## src/rtl/hamming_decode_stream.sv

```systemverilog
// hamming_decode_stream: two-stage streaming SECDED decoder with valid/ready
// handshake on both sides and saturating corrected/uncorrectable word counters.
module hamming_decode_stream #(
    parameter int DATA_WIDTH = 32,
    parameter int CNT_WIDTH  = 16,
    localparam int ADDR_WIDTH  = $clog2(DATA_WIDTH + $clog2(DATA_WIDTH + $clog2(DATA_WIDTH + 1) + 1) + 1),
    localparam int CODED_WIDTH = 2 ** ADDR_WIDTH
) (
    input  logic                   clk_i,
    input  logic                   rst_n_i,
    input  logic [CODED_WIDTH-1:0] data_in_i,
    input  logic                   valid_in_i,
    output logic                   ready_o,
    output logic [DATA_WIDTH-1:0]  data_out_o,
    output logic                   valid_out_o,
    input  logic                   ready_i,
    output logic                   err_single_o,
    output logic                   err_double_o,
    output logic [ADDR_WIDTH-1:0]  err_pos_o,
    input  logic                   cnt_clear_i,
    output logic [CNT_WIDTH-1:0]   single_cnt_o,
    output logic [CNT_WIDTH-1:0]   double_cnt_o
);
    // Syndromes at or above this value point into the pad region
    localparam logic [ADDR_WIDTH:0] SYN_LIM = (ADDR_WIDTH + 1)'(DATA_WIDTH + ADDR_WIDTH + 1);

    function automatic logic [ADDR_WIDTH-1:0] syndrome(input logic [CODED_WIDTH-1:0] cw);
        logic [ADDR_WIDTH-1:0] s;
        s = '0;
        for (int i = 1; i < CODED_WIDTH; i++)
            if (cw[i]) s ^= ADDR_WIDTH'(i);
        return s;
    endfunction

    function automatic logic [DATA_WIDTH-1:0] extract(input logic [CODED_WIDTH-1:0] cw);
        logic [DATA_WIDTH-1:0] d;
        int j;
        d = '0;
        j = 0;
        for (int i = 3; i < CODED_WIDTH; i++)
            if ((i & (i - 1)) != 0 && j < DATA_WIDTH) begin
                d[j] = cw[i];
                j++;
            end
        return d;
    endfunction

    logic                   s1_valid_q, s1_valid_d;
    logic [CODED_WIDTH-1:0] s1_code_q, s1_code_d;
    logic [ADDR_WIDTH-1:0]  s1_syn_q, s1_syn_d;
    logic                   s1_ovr_q, s1_ovr_d;
    logic                   valid_out_q, valid_out_d;
    logic [DATA_WIDTH-1:0]  data_out_q, data_out_d;
    logic                   err_single_q, err_single_d;
    logic                   err_double_q, err_double_d;
    logic [ADDR_WIDTH-1:0]  err_pos_q, err_pos_d;
    logic [CNT_WIDTH-1:0]   single_cnt_q, single_cnt_d;
    logic [CNT_WIDTH-1:0]   double_cnt_q, double_cnt_d;
    logic                   s2_free, in_fire, s2_load, out_fire, single_hit;
    logic [CODED_WIDTH-1:0] fixed;

    always_comb begin
        out_fire     = valid_out_q && ready_i;
        s2_free      = !valid_out_q || ready_i;
        ready_o      = !s1_valid_q || s2_free;
        in_fire      = ready_o && valid_in_i;
        s2_load      = s2_free && s1_valid_q;
        s1_valid_d   = ready_o ? valid_in_i : s1_valid_q;
        s1_code_d    = in_fire ? data_in_i : s1_code_q;
        s1_syn_d     = in_fire ? syndrome(data_in_i) : s1_syn_q;
        s1_ovr_d     = in_fire ? ^data_in_i : s1_ovr_q;
        single_hit   = s1_ovr_q && ({1'b0, s1_syn_q} < SYN_LIM);
        fixed        = s1_code_q ^ (single_hit ? (CODED_WIDTH'(1) << s1_syn_q) : '0);
        valid_out_d  = s2_free ? s1_valid_q : valid_out_q;
        data_out_d   = s2_load ? extract(fixed) : data_out_q;
        err_single_d = s2_load ? single_hit : err_single_q;
        err_double_d = s2_load ? (s1_ovr_q ? !single_hit : s1_syn_q != '0) : err_double_q;
        err_pos_d    = s2_load ? (single_hit ? s1_syn_q : '0) : err_pos_q;
        // Clear beats a simultaneous increment
        single_cnt_d = cnt_clear_i ? '0 :
                       (out_fire && err_single_q && single_cnt_q != '1) ? single_cnt_q + 1'b1 : single_cnt_q;
        double_cnt_d = cnt_clear_i ? '0 :
                       (out_fire && err_double_q && double_cnt_q != '1) ? double_cnt_q + 1'b1 : double_cnt_q;
    end

    always_ff @(posedge clk_i or negedge rst_n_i) begin
        if (!rst_n_i) begin
            s1_valid_q   <= 1'b0;
            s1_code_q    <= '0;
            s1_syn_q     <= '0;
            s1_ovr_q     <= 1'b0;
            valid_out_q  <= 1'b0;
            data_out_q   <= '0;
            err_single_q <= 1'b0;
            err_double_q <= 1'b0;
            err_pos_q    <= '0;
            single_cnt_q <= '0;
            double_cnt_q <= '0;
        end else begin
            s1_valid_q   <= s1_valid_d;
            s1_code_q    <= s1_code_d;
            s1_syn_q     <= s1_syn_d;
            s1_ovr_q     <= s1_ovr_d;
            valid_out_q  <= valid_out_d;
            data_out_q   <= data_out_d;
            err_single_q <= err_single_d;
            err_double_q <= err_double_d;
            err_pos_q    <= err_pos_d;
            single_cnt_q <= single_cnt_d;
            double_cnt_q <= double_cnt_d;
        end
    end

    assign data_out_o   = data_out_q;
    assign valid_out_o  = valid_out_q;
    assign err_single_o = err_single_q;
    assign err_double_o = err_double_q;
    assign err_pos_o    = err_pos_q;
    assign single_cnt_o = single_cnt_q;
    assign double_cnt_o = double_cnt_q;
endmodule

```

## config.mk

```make
export PLATFORM = sky130hd
export DESIGN_NAME = hamming_decode_stream
export DESIGN_NICKNAME = d
export VERILOG_FILES = /design/src/rtl/hamming_decode_stream.sv
export SDC_FILE = /design/constraint.sdc
export NUM_CORES = 1
export LEC_CHECK = 0
export CAP_MARGIN = 20
export CORE_MARGIN = 3
export CORE_UTILIZATION = 51
export DETAILED_ROUTE_END_ITERATION = 10
export PLACE_DENSITY = 0.81
export SLEW_MARGIN = 20
export SYNTH_ARGS = -nofsm -noshare
export SYNTH_HDL_FRONTEND = slang
export SYNTH_SLANG_ARGS = --single-unit
```

## constraint.sdc

```tcl
create_clock -name clk_i -period 2.4 [get_ports clk_i]
set_clock_uncertainty 0.05 [all_clocks]
set_input_delay 0.48 -clock clk_i [delete_from_list [all_inputs] [get_ports clk_i]]
set_output_delay 0.48 -clock clk_i [all_outputs]
set_load 0.01 [all_outputs]
```

Word level (Yosys, flattened, before mapping)
Cells that the tools add are included.
{"block": "op_classes", "n_addsub": 2, "order_cmp": 1, "n_eq_ne": 2, "mux": 70, "reduce_logical": 17, "bitwise": 63, "shift": 1}
{"operator": "6-bit 2-to-1 mux", "count": 33}
{"operator": "5-bit 2-to-1 mux", "count": 16}
{"operator": "16-bit 2-to-1 mux", "count": 4}
{"operator": "64-bit XOR reduction", "count": 1}
{"operator": "3-bit NOT", "count": 20}
{"operator": "4-bit NOT", "count": 15}
{"operator": "39-bit 2-to-1 mux", "count": 1}
{"operator": "1-bit by 6-bit left shift with 39-bit output (first input constant)", "count": 1}
{"operator": "39-bit XOR", "count": 1}
{"operator": "16-bit by 1-bit adder with 16-bit output (second input constant)", "count": 2}
{"operator": "4-bit 2-to-1 mux", "count": 8}
{"operator": "16-bit inequality test (second input constant)", "count": 2}
{"operator": "2-bit NOT", "count": 15}
{"operator": "5-bit NOT", "count": 6}
{"operator": "3-bit 2-to-1 mux", "count": 4}
{"operator": "1-bit logical AND", "count": 8}
{"operator": "6-bit less-than comparator (second input constant)", "count": 1}
{"operator": "6-bit NOT", "count": 1}
{"operator": "6-bit nonzero test", "count": 1}
{"operator": "1-bit NOT (first input constant)", "count": 5}
{"operator": "2-bit 2-to-1 mux", "count": 2}
{"operator": "2-bit nonzero test", "count": 2}
{"operator": "1-bit zero test", "count": 3}
{"operator": "1-bit logical OR", "count": 2}
{"operator": "1-bit 2-to-1 mux", "count": 2}
{"block": "word_totals", "register_bits": 120, "wordCells": 167, "inputBits": 69, "output_inout_bits": 74}

Depth between registers and ports, before layout
Gate-level depths: netlist (run 1).
{"block": "depth", "ltp_word": 120, "ltp_mapped": 8, "depth_no_buf": 8}

Least setup slack after synthesis (run 1)
OpenSTA, ideal clock, no wires.
{"block": "synth_timing", "kind": "input port to flip-flop", "start": "in data_in_i[39]", "end": "reg s1_ovr_q", "setup_time_ns": 0.125, "path_buffers": 0, "path_slack_ns": 0.262, "required_time_ns": 2.225, "arrival_time_ns": 1.963, "cell_stages": 7, "path_cell_list": "xnor2_1 -> xnor2_1 -> xor2_1 -> xnor2_1 -> xnor3_1 -> xnor2_1 -> mux2_2"}
{"block": "synth_via", "elab_chain_cells": 1}
{"item": "start, declared", "line_no": "11", "text": "input logic [CODED_WIDTH-1:0] data_in_i,"}
{"item": "64-bit XOR reduction", "line_no": "71", "text": "s1_ovr_d = in_fire ? ^data_in_i : s1_ovr_q;"}
{"item": "end signal, assigned", "line_no": "103", "text": "s1_ovr_q <= s1_ovr_d;"}
{"item": "end, declared", "line_no": "51", "text": "logic s1_ovr_q, s1_ovr_d;"}
Every way passes these cells.
A chain may end at the register's enable or synchronous reset.

Final worst setup path (run 1)
{"block": "layout_timing", "start": "in ready_i", "end": "out ready_o"}
{"block": "layout_via", "elab_chain_cells": 2}
{"item": "start, declared", "line_no": "16", "text": "input logic ready_i,"}
{"item": "1-bit logical OR", "line_no": "64", "text": "s2_free = !valid_out_q || ready_i;"}
{"item": "1-bit logical OR", "line_no": "65", "text": "ready_o = !s1_valid_q || s2_free;"}
{"item": "end, declared", "line_no": "13", "text": "output logic ready_o,"}
Every way passes these cells.

==> results of run 1 <==
[Yosys cell counts, drive strengths merged, types with 2 or more instances]
library cell,n
and4,2
nor3b,3
or3,6
o21ai,47
dfrtp,113
nand4,5
nor4,2
nor3,4
a31oi,3
nand2b,3
o211ai,3
nor2,49
a22o,4
mux2i,2
xnor3,2
nor2b,8
xnor2,128
nand3b,4
a21oi,8
and3,7
xor2,45
inv,2
nand2,75
clkbuf,19
ha,2
mux2,34
and2,4
nand3,14
[per-stage QoR]
step	std cells	setup slack, ns	area [sq um]
floorplan	602	0.262	6160
global placement	933	-0.273	8210
detailed placement	933	-0.367	8210
CTS	965	0.0692	8850
global route	966	-0.0171	8870
finish	966	0.0610	8870
[metal layers]
layer	vias to the layer above	GRT usage, %	routed length (um)
li1	2417	-	-
met3	33	5.74	971
met1	2442	29.2	6410
met4	0	9.59	389
met2	209	42.6	8100
met5	-	0	0
[logic make-up after synthesis]
kind of cell / synth area share (%)
AND/OR/NAND/NOR: 13.8
XOR/XNOR: 25.9
flip-flops: 45.9
AO/OA/AOI/OAI: 6.11
multiplexers: 6.54
buffers and inverters: 1.28
adder cells (fa/ha/maj): 0.406
[worst max path at each step]
stage                              from  endpoint  slack, ns  depth (start not counted)
after detailed placement  data_in_i[35]  s1_ovr_q      -0.37                          8
after floorplan           data_in_i[39]  s1_ovr_q       0.26                          7
after global routing      data_in_i[36]  s1_ovr_q      -0.02                          8
after global placement    data_in_i[35]  s1_ovr_q      -0.27                          8
final                           ready_i   ready_o       0.06                          3
after CTS                 data_in_i[35]  s1_ovr_q       0.07                          8
[what timing repair did]
item | 4_1_cts | 5_1_grt
endpoints found under the setup margin | 0 | 1
resized for setup | 0 | 1
buffers inserted | 0 | 1
[area by class of cell]
type / instances / area, sq um
Multi-Input combinational cell: 468 / 3260
Sequential cell: 113 / 2830
Fill cell: 778 / 2750
Timing Repair Buffer: 208 / 1950
Clock buffer: 19 / 453
Clock inverter: 13 / 185
Tap cell: 143 / 179
Inverter: 2 / 7.51
[power groups by stage]
stage	registers, mW	logic (mW)	clock network [mW]
2_1_floorplan	2.57	1.51	0
3_3_place_gp	2.59	2.59	0
3_5_place_dp	2.62	2.67	0
4_1_cts	2.59	2.70	2.70
5_1_grt	2.64	2.91	2.80
6_report	2.60	2.69	2.67
[sequential cells by signal, summed over array words and instances (netlist names)]
register	flops
data_out_o	32
s1_code_q	32
double_cnt_o	16
single_cnt_o	16
err_pos_o	6
s1_syn_q	6
err_double_o	1
err_single_o	1
s1_ovr_q	1
s1_valid_q	1
valid_out_o	1
==> impl_results.rst, run 1 <==
.. list-table::
   :header-rows: 1

   * - Metric
     - Value
   * - Run status
     - completed
   * - Gate power share
     - between 30% and 40%
   * - Final-stage net count
     - 881
   * - Slowest cell on crit path
     - sky130_fd_sc_hd__clkdlybuf4s50_1
   * - Category of the worst setup path launch point
     - primary input
   * - Max-slew violation count
     - 0
   * - Static Leakage
     - 3.61 nW
   * - Fraction of post-synthesis cell area in the top cell type by area
     - 45.9%
   * - Power spent charging and discharging nets
     - approximately 2.4 mW
   * - # IOs
     - 143
   * - Die outline area
     - between 10000 and 15000 sq um
   * - Post-DRT Antenna Nets
     - 0
   * - Wire length of the first global-routing pass
     - between 20000 and 30000 um
   * - Total clock sinks
     - 113
   * - Number of vias per cell after detailed routing
     - 5.28
   * - Area grow syn2layout
     - 44.0%
   * - Number of synthesized flops with an enable pin
     - 0
   * - Dominant synthesized flop cell
     - sky130_fd_sc_hd__dfrtp_1
   * - Final hold violation count
     - 0
   * - Final hold slack
     - around 0.035 ns
   * - Drt initial violations
     - 554
   * - Critical R2R Capture
     - double_cnt_o[14]
   * - Final core utilization
     - between 70% and 80%
   * - Row cnt
     - 39
   * - Most frequent cells in the layout
     - sky130_fd_sc_hd__clkdlybuf4s50_1, sky130_fd_sc_hd__xnor2_1, sky130_fd_sc_hd__dfrtp_1
   * - Path category of the worst min-delay check
     - primary input to async pin
   * - CTS tree
     - yes
   * - Nets in the synthesized netlist
     - just under 700
   * - Area of the core region
     - roughly 12000 sq um
   * - Clock slew at the register clock pins of the worst setup and hold paths
     - approximately 0.050 ns
   * - Total of warnings raised by yosys
     - 0
   * - Share of total power consumed by net switching
     - 30.2%
   * - Crit-path most repeated cell
     - sky130_fd_sc_hd__clkdlybuf4s50_1
   * - Highest Clock Rate
     - between 0.4 and 0.5 GHz
   * - IO buf count
     - 142
   * - Drt first pass iters
     - 7
   * - Congestion Overflow GR
     - 0
   * - Clock Path Buffers
     - 2
   * - Async SR Flop Fraction
     - 100%
   * - Count of max-cap constraint violations
     - 0
   * - Most area-hungry cell type in the Yosys netlist
     - sky130_fd_sc_hd__dfrtp_1
   * - Detailed placement HPWL
     - between 10000 and 15000 um
   * - Worst R2R Setup Slack
     - 0.16 ns
   * - Initial antenna violation count
     - 0
   * - Int Power
     - between 5 and 6 mW
   * - Max stage delay on crit path
     - 0.57 ns
   * - GR Util All Layers
     - 24.4%
   * - Routed length per placed instance
     - 16.4 um
   * - Series of cell instances along the critical path
     - clkdlybuf4s50_1 > nand3b_1 > clkdlybuf4s50_1
   * - Total negative setup slack
     - 0 ns
   * - Gate Count Post-Synth
     - 602
   * - DRC violation count after routing
     - 0
   * - Number of hold buffers added after CTS
     - 0
   * - CTS Root Buffer Type
     - sky130_fd_sc_hd__clkbuf_16
   * - Post-Route WL
     - 15900 um
   * - WP buf/inv
     - 2
   * - CP top delay family
     - buffers and inverters
   * - Maximum number of pins on one net before global-route repair
     - 76
   * - Type of the worst setup path
     - primary input to output pin
   * - Pwr Density
     - 898 nW/um^2
   * - Final worst-path cycle share
     - 97.5%
   * - Data arrival time at the worst-slack endpoint
     - 1.81 ns
   * - R2R Path Start
     - double_cnt_o[3]
   * - Effective utilization at floorplan
     - 53.0%
   * - RePlAce Congestion
     - approximately 0.90
   * - Die outline height
     - roughly 120 um
   * - Worst-margin pin slew
     - 0.735 ns
   * - Inserted Clock Buffers
     - 17
   * - Number of diodes
     - 0
   * - Tmin final
     - between 2 and 2.5 ns
   * - Overall power of the completed layout
     - 7.96 mW
   * - Part of the total power dissipated in the clock network
     - 33.6%
   * - Via total after detailed routing
     - ~5.1k
   * - Required time of the worst setup path
     - 1.87 ns
   * - Finish-stage setup viols
     - 0
   * - Post-synthesis instance area
     - just over 6000 sq um
   * - Clock latency on the worst-skew pair
     - approximately 0.41 ns
   * - Sequential Power Share
     - 32.7%
   * - Distinct cells, synth
     - 35
   * - Largest vdd supply drop
     - between 0.6 and 0.7 mV
   * - Normalized max-slew margin
     - 50.9%
   * - Mapped Avg Cell Area
     - roughly 10 sq um
   * - CP endpoint kind
     - output pin
   * - Top post-synthesis cells by area
     - sky130_fd_sc_hd__dfrtp_1, sky130_fd_sc_hd__xnor2_1, sky130_fd_sc_hd__xor2_1, sky130_fd_sc_hd__mux2_2, sky130_fd_sc_hd__nand2_1
   * - Fraction of the yosys area taken by sequential cells
     - a little under half
   * - H-tree levels
     - 4
   * - Highest net fanout along the worst path
     - 5
   * - Die width
     - 116 um
   * - Share of cells above drive strength 1
     - 17.1%
   * - Most common cell after layout, fill and taps aside
     - sky130_fd_sc_hd__clkdlybuf4s50_1
   * - Depth of the most critical reg-to-reg path
     - 7
   * - Register bit total from synthesis
     - 113
   * - Via count of the first global-routing pass
     - 5266
Power figures use the tool's default switching activity.
==> inputs of run 2 (changes only) <==
--- a/config.mk
+++ b/config.mk
@@ -5,7 +5,7 @@
 export SDC_FILE = /design/constraint.sdc
 export NUM_CORES = 1
 export LEC_CHECK = 0
-export CAP_MARGIN = 20
+export CAP_MARGIN = 10
 export CORE_MARGIN = 3
 export CORE_UTILIZATION = 51
 export DETAILED_ROUTE_END_ITERATION = 10
==> results of run 2 <==
No change in the layout: final DEF, timing and power equal those of run 1.
